File: config.mk
export PLATFORM = sky130hd
export DESIGN_NAME = dwa_element_selector
export DESIGN_NICKNAME = d
export VERILOG_FILES = /design/src/rtl/dwa_element_selector.sv
export SDC_FILE = /design/constraint.sdc
export NUM_CORES = 1
export LEC_CHECK = 0
export CORE_AREA = 2 2 63 80
export DETAILED_ROUTE_END_ITERATION = 10
export DIE_AREA = 0 0 65 82
export HOLD_SLACK_MARGIN = 0.15
export PLACE_DENSITY = 0.78
export SYNTH_ARGS = -nofsm -noshare
export SYNTH_HDL_FRONTEND = slang
export SYNTH_SLANG_ARGS = --single-unit
File: constraint.sdc
create_clock -name clk -period 2.9 [get_ports clk]
set_input_delay 0.87 -clock clk [delete_from_list [all_inputs] [get_ports clk]]
set_output_delay 0.87 -clock clk [all_outputs]
set_load 0.02 [all_outputs]
File: src/rtl/dwa_element_selector.sv
// ---------------------------------------------------------------------------
// dwa_element_selector
//
// Quantizes signed samples from the noise-shaping filter to a unit-element
// count and drives a rotating thermometer enable vector onto the unit-element
// DAC array using data-weighted averaging (DWA). Consecutive patterns start
// where the previous one ended, so every element is used equally often and
// element mismatch is first-order shaped.
//
// Ports:
//   clk        rising-edge system clock
//   reset      synchronous, active-low reset
//   x_in       signed sample from the shaping filter (WIDTH bits)
//   in_valid   x_in is valid
//   in_ready   block accepts x_in this cycle
//   elem_en    unit-element enables, bit i drives element i (N_ELEM bits)
//   out_valid  elem_en holds a new pattern
//   out_ready  element driver consumes the pattern this cycle
//   ptr        rotation pointer: start index of the next pattern
//   code_out   element count of the pattern currently on elem_en
//   bypass     (only with DWA_BYPASS_EN) plain thermometer from element 0,
//              rotation pointer frozen
//
// Optional feature macro: DWA_BYPASS_EN
//   undefined (default): always DWA, no bypass port.
//   defined: adds the bypass input, sampled in the LOAD cycle.
//
// Flow: IDLE --accept--> LOAD --(2nd edge)--> EMIT --handshake--> IDLE, or
// straight back to LOAD when a new sample arrives in the handshake cycle.
// ---------------------------------------------------------------------------
module dwa_element_selector #(
    parameter int WIDTH  = 16,
    parameter int N_ELEM = 16,
    parameter int SHIFT  = 8,
    parameter int PTR_W  = $clog2(N_ELEM)
) (
    input  logic                    clk,
    input  logic                    reset,
    input  logic signed [WIDTH-1:0] x_in,
    input  logic                    in_valid,
    output logic                    in_ready,
    output logic [N_ELEM-1:0]       elem_en,
    output logic                    out_valid,
    input  logic                    out_ready,
    output logic [PTR_W-1:0]        ptr,
    output logic [PTR_W:0]          code_out
`ifdef DWA_BYPASS_EN
    ,
    input  logic                    bypass
`endif
);

    typedef enum logic [1:0] {
        ST_IDLE = 2'd0,
        ST_LOAD = 2'd1,
        ST_EMIT = 2'd2
    } state_t;

    // Mid-scale offset and full-scale limit, both at the quantizer width.
    localparam logic signed [WIDTH:0] HALF_C      = (WIDTH+1)'(N_ELEM / 2);
    localparam logic signed [WIDTH:0] FULL_C      = (WIDTH+1)'(N_ELEM);
    localparam logic [PTR_W:0]        FULL_CODE_C = (PTR_W+1)'(N_ELEM);

    // Thermometer of 'code' ones rotated to begin at bit 'start'. Bit i is set
    // when its distance from start (mod N_ELEM) is below code; a full-scale
    // code therefore lights every element.
    function automatic logic [N_ELEM-1:0] rot_therm(
        input logic [PTR_W:0]   code,
        input logic [PTR_W-1:0] start
    );
        logic [N_ELEM-1:0] m;
        logic [PTR_W-1:0]  off;
        m = {N_ELEM{1'b0}};
        for (int i = 0; i < N_ELEM; i++) begin
            off  = PTR_W'(i) - start;
            m[i] = ({1'b0, off} < code);
        end
        return m;
    endfunction

    state_t              state_r;
    logic [PTR_W:0]      code_r;      // code latched on accept
    logic [N_ELEM-1:0]   elem_en_r;
    logic [PTR_W:0]      code_out_r;
    logic                out_valid_r;
    logic [PTR_W-1:0]    ptr_r;
    logic                hold_ptr_s;  // pattern on elem_en must not advance ptr

    logic signed [WIDTH:0] x_ext_s;
    logic signed [WIDTH:0] q_s;
    logic [PTR_W:0]        code_s;
    logic [PTR_W-1:0]      start_s;
    logic [N_ELEM-1:0]     mask_s;
    logic                  in_ready_s;

`ifdef DWA_BYPASS_EN
    logic bypass_r;   // bypass value captured with the current pattern

    // Bypassed patterns start at element 0 and leave the pointer alone.
    always_comb begin
        hold_ptr_s = bypass_r;
        if (bypass) begin
            start_s = {PTR_W{1'b0}};
        end else begin
            start_s = ptr_r;
        end
    end

    // Capture bypass together with the pattern it shaped.
    always_ff @(posedge clk) begin
        if (!reset) begin
            bypass_r <= 1'b0;
        end else if (state_r == ST_LOAD) begin
            bypass_r <= bypass;
        end
    end
`else
    // Without bypass every pattern starts at the rotation pointer.
    always_comb begin
        hold_ptr_s = 1'b0;
        start_s    = ptr_r;
    end
`endif

    // Quantizer: scale, re-centre on mid-scale, then clamp to 0..N_ELEM.
    // One extra bit keeps the offset addition from overflowing.
    always_comb begin
        x_ext_s = {x_in[WIDTH-1], x_in};
        q_s     = (x_ext_s >>> SHIFT) + HALF_C;
        if (q_s[WIDTH]) begin
            code_s = {(PTR_W+1){1'b0}};
        end else if (q_s > FULL_C) begin
            code_s = FULL_CODE_C;
        end else begin
            code_s = q_s[PTR_W:0];
        end
    end

    // Rotated mask for the latched code.
    always_comb begin
        mask_s = rot_therm(code_r, start_s);
    end

    // Ready: always in IDLE, never in LOAD, and in EMIT only when the current
    // pattern is being consumed. Forced low while reset is asserted.
    always_comb begin
        case (state_r)
            ST_IDLE: in_ready_s = 1'b1;
            ST_LOAD: in_ready_s = 1'b0;
            ST_EMIT: in_ready_s = out_ready;
            default: in_ready_s = 1'b0;
        endcase
        if (!reset) begin
            in_ready_s = 1'b0;
        end else begin
            in_ready_s = in_ready_s;
        end
    end

    // Control FSM and registered outputs.
    always_ff @(posedge clk) begin
        if (!reset) begin
            state_r     <= ST_IDLE;
            code_r      <= {(PTR_W+1){1'b0}};
            elem_en_r   <= {N_ELEM{1'b0}};
            code_out_r  <= {(PTR_W+1){1'b0}};
            out_valid_r <= 1'b0;
            ptr_r       <= {PTR_W{1'b0}};
        end else begin
            case (state_r)
                ST_IDLE: begin
                    if (in_valid) begin
                        code_r  <= code_s;
                        state_r <= ST_LOAD;
                    end
                end
                ST_LOAD: begin
                    elem_en_r   <= mask_s;
                    code_out_r  <= code_r;
                    out_valid_r <= 1'b1;
                    state_r     <= ST_EMIT;
                end
                ST_EMIT: begin
                    if (out_ready) begin
                        // Low PTR_W bits of the sum give the mod-N_ELEM
                        // advance; full-scale and zero codes leave ptr as is.
                        if (!hold_ptr_s) begin
                            ptr_r <= ptr_r + code_out_r[PTR_W-1:0];
                        end
                        // Pattern consumed: stale until the next LOAD.
                        out_valid_r <= 1'b0;
                        if (in_valid) begin
                            code_r  <= code_s;
                            state_r <= ST_LOAD;
                        end else begin
                            state_r <= ST_IDLE;
                        end
                    end
                end
                default: begin
                    out_valid_r <= 1'b0;
                    state_r     <= ST_IDLE;
                end
            endcase
        end
    end

    assign in_ready  = in_ready_s;
    assign elem_en   = elem_en_r;
    assign out_valid = out_valid_r;
    assign ptr       = ptr_r;
    assign code_out  = code_out_r;

endmodule

* Yosys cells after proc, flatten, opt, wreduce, memory -nomap -nowiden *
Index checks and enable logic that the tools add are counted.

storage, ports and cells
  bits in registers = 33
  bits in latches = 0
  RAM bits = 0
  ROM bits = 0
  input bits = 20
  output and inout port bits = 27
  word-level logic and storage cells = 65
  memories kept = 0

operators by class
  add/sub/neg operators = 18
  $mul = 0
  div/mod/pow operators = 0
  $lt $le $gt $ge = 17
  equal/unequal tests = 4
  shift-type cells = 0
  mux-type cells = 13
  bitwise gates (word level) = 1
  reduce and logical (&&, ||, !) cells = 6

operators by type and width
  kind                                                 number
  < comparator 4 x 5 -> 1 bit                          16
  subtractor 4 bit, first input constant               8
  2-to-1 mux 5 bit                                     4
  subtractor 3 x 4 -> 4 bit, first input constant      4
  one-hot mux 5 bit (2 select lines)                   1
  adder 8 x 5 -> 9 bit, second input constant          1
  > comparator 9 x 6 -> 1 bit, second input constant   1
  AND reduction 2 bit                                  4
  subtractor 1 x 4 -> 4 bit, first input constant      2
  subtractor 2 x 4 -> 4 bit, first input constant      2
  one-hot mux 2 bit (3 select lines)                   1
  adder 4 bit                                          1
  2-to-1 mux 2 bit                                     2
  != test 2 bit, second input constant                 2
  2-to-1 mux 1 bit                                     3
  one-hot mux 1 bit (3 select lines)                   1
  equality test 2 x 1 -> 1 bit, second input constant  1
  equality test 2 bit, second input constant           1
  zero test 2 bit                                      1
  one-hot mux 1 bit (2 select lines)                   1
  nonzero test 2 bit                                   1
  inverter 1 bit                                       1

* Logic depth before layout (Yosys ltp) *
  word-level depth = 7
  mapped depth = 9
  gate-level depth less buffers = 9

* Worst setup path before layout *
No wires, ideal clock.

  path kind = input port to output port
  start point = input out_ready
  end point = output in_ready
  arrival = 1.563 ns
  required time = 2.030 ns
  path slack = 0.467 ns
  stages = 2
  buffers on the path = 0
  cells stage by stage = and2b_1 > nor3_1

on the way
  cells in the longest elaborated chain, start to end = 2

ends and longest elaborated chain
  what                                RTL line  source
  start: declaration                  44        input logic out_ready,
  one-hot mux 1 bit (2 select lines)  147       case (state_r)
  2-to-1 mux 1 bit                    153       if (!reset) begin
  end: declaration                    41        output logic in_ready,

No other way between the ends.

* Final worst setup path *
Ends and elaborated chain as after synthesis.

==> reports/results.ini <==
[pwr]
p_leak_nw = 1.11
ir_drop_mv = 0.246
power_density_nw_per_um2 = 353

[timing]
rsz0062_at_grt = no
hold_viol = 0
slew_headroom = 0.146
finalSetupTns_ns = 0
hold_slack_ns = 0.470
worst_pin_slew_ns = 1.28
fmax_ghz = 0.359
fin_crit_ns = 2.78
setup_violations = 0
fin_skew_ns = 0.00387
drv_slew = 0
final.period_utilization = 0.960

[worst_setup_path]
crit_required_ns = 2.03
reg2reg_depth = 8
worstSetupPathType = input port to primary output
worstPathCellList = clkdlybuf4s50_1, and2b_1, nor3_1, buf_2
cp_max_fo = 3
slowest_delay_ns = 0.48
crit_arrival_ns = 1.91
cp-endpoint = in_ready
r2r_slack_ns = 0.49
r2r_start = ptr[1]
cpMaxStageDelayCell = clkdlybuf4s50_1
r2r_end = elem_en[5]
cp-start-kind = input port
worstSetupEndpointType = primary output
critPathLaunch = out_ready

[global_route]
grt_overflow = 0
track_usage = 0.197
antenna_found_initial = 0
grt_pass1_wl_mm = 8.14
grt_pass1_vias = 1887
grt_max_degree = 36

[final_layout]
utilization = 0.607
n_fill_cell = 416
stdcell_count = 360
fin_area_sq_um = 2780
drive_above_1_share = 0.0667
syn2layout_area_growth_pct = 23.1
diodes = 0
layout.nets = 360

[logic_synthesis]
syn_area_sq_um = 2260
yosys.area_share.simple = 0.119
synth_compound_area_frac = 0.252
ys_ff_latch = 33
synthXorXnorAreaFrac = 0.0387
syn_inst = 260
yosysMostFrequentCell = a21oi_1
synth_common_cells = 48 x a21oi_1, 39 x ha_1, 33 x dfxtp_1, 25 x nand2_1, 23 x inv_1
dominantRegCellSynth = dfxtp_1
muxShareOfSynthArea = 0.00885
yosysSeqAreaShare = 0.292
synth_edf_count = 0
synthArstFlopShare = 0
yosysWarnings = 0
synth_top_family_by_area = compound AO/OA/AOI/OAI gates
synth.area.top_cells = dfxtp_1 29%, ha_1 22%, a21oi_1 11%
yosysTopAreaCell = dfxtp_1
synthAdderAreaFrac = 0.225
syn_nets = 320
synth.avg_cell_area_sq_um = 8.70
yosysTopAreaCellShare = 0.292
yosysUniqueCellTypes = 39

[route]
wirelength_mm = 4.96
via_per_inst = 5.47
dr.pass1.iters = 4
ant_nets = 0
avgRoutedWirePerCell_microns = 13.8
drt_iter0_markers = 39
num_vias = 1969
drcViolationCount = 0

[floorplan]
fp.dieW_microns = 65
dieArea_sq_um = 5330
coreArea_sq_um = 4590
die_h_microns = 82
ios = 47
start_util = 0.493
row_count = 28

[placement]
place_area_sq_um = 2700
dp.cells = 353
io_buffers = 38
hpwlAfterDp_mm = 3.64
gp_congestion = 0.797

[clocking]
clk_latency_ns = 0.28
cts_tree = yes
cts_setup_buffers = 0
ctsLongestPathBuffers = 2
clkSinkCount = 33
htree_levels = 2
path_clk_slew_ns = 0.07
cts_buffers = 5
root_buffer = clkbuf_8

[flow_run]
maxCapViolations = 0

[status]
status = complete, no violations

[hold_path]
holdCritPathClass = flip-flop to flip-flop

## worst min-delay path by stage
stage,start,endpoint,slack [ns],depth (start not counted)
after CTS,code_r[1],code_r[1],0.47,2
after detailed placement,code_r[4],code_r[4],0.46,2
after floorplan,code_r[4],code_r[4],0.44,2
after global placement,code_r[4],code_r[4],0.46,2
after global routing,code_out[2],code_out[2],0.50,2
final,code_r[1],code_r[1],0.47,2
## metal layers
layer,GRT usage,part of all wire,up-vias
met2,0.396,0.55,35
met5,0,0,-
met3,0.0370,0.027,10
met1,0.192,0.40,929
met4,0.0915,0.024,0
li1,-,-,995
## critical path, delay by kind of cell
kind | cells | cell delay, ns
buffers and inverters | 2 | 0.68
AND/OR/NAND/NOR | 2 | 0.36
## flip-flops by register name, summed over array words and instances (netlist names)
register,cells
code_r,5
code_out,5
elem_en,16
out_valid,1
ptr,4
state_r,2
## report_power, final
group          internal, W  leakage, nW  switching (W)
registers         0.000467        0.267      0.0000101
clock network     0.000187       0.0433       0.000164
logic            0.0000703        0.797      0.0000828
total             0.000725         1.11       0.000257
## cell families (layout without fill, tap and decap cells)
kind of cell,Yosys count,after routing
AO/OA/AOI/OAI,88,88
adder cells (fa/ha/maj),40,40
AND/OR/NAND/NOR,53,53
XOR/XNOR,10,10
buffers and inverters,34,74
flip-flops,33,33
multiplexers,2,2
## placed cells by master, fill, tap and decap left out, types with 2 or more instances in the layout
| cell | n |
|---|---|
| a211o_1 | 16 |
| a21o_1 | 3 |
| a21oi_1 | 48 |
| a221o_1 | 3 |
| and2b_1 | 2 |
| buf_4 | 5 |
| clkbuf_8 | 6 |
| clkdlybuf4s50_1 | 37 |
| dfxtp_1 | 33 |
| ha_1 | 39 |
| inv_1 | 23 |
| mux2i_1 | 2 |
| nand2_1 | 25 |
| nand2b_1 | 3 |
| nand3b_1 | 3 |
| nor2_1 | 8 |
| nor2b_1 | 4 |
| nor3_1 | 3 |
| o21ai_0 | 6 |
| o21ai_1 | 4 |
| xnor2_1 | 7 |
| xor2_1 | 3 |
## cell type report
cell class                      instances  area, sq um  area share
Timing Repair Buffer                   43          413       0.148
Clock inverter                          1         7.51     0.00270
Multi-Input combinational cell        193         1460       0.523
Tap cell                               60         75.1      0.0270
Inverter                               24         90.1      0.0324
Sequential cell                        33          661       0.237
Clock buffer                            6         82.6      0.0297
## metrics by stage
step	total power [W]	setup slack [ns]
after floorplan	0.000579	0.467
after global placement	0.000636	-0.266
after detailed placement	0.000641	-0.342
after CTS	0.000991	0.0932
after global routing	0.00103	0.0407
final	0.000982	0.116
## repair_timing
item | 4_1_cts | 5_1_grt
gates resized for setup | 5 | 0
endpoints found under the setup margin | 1 | 0
hold buffers | 0 | 0
Power figures use the tool's default switching activity.
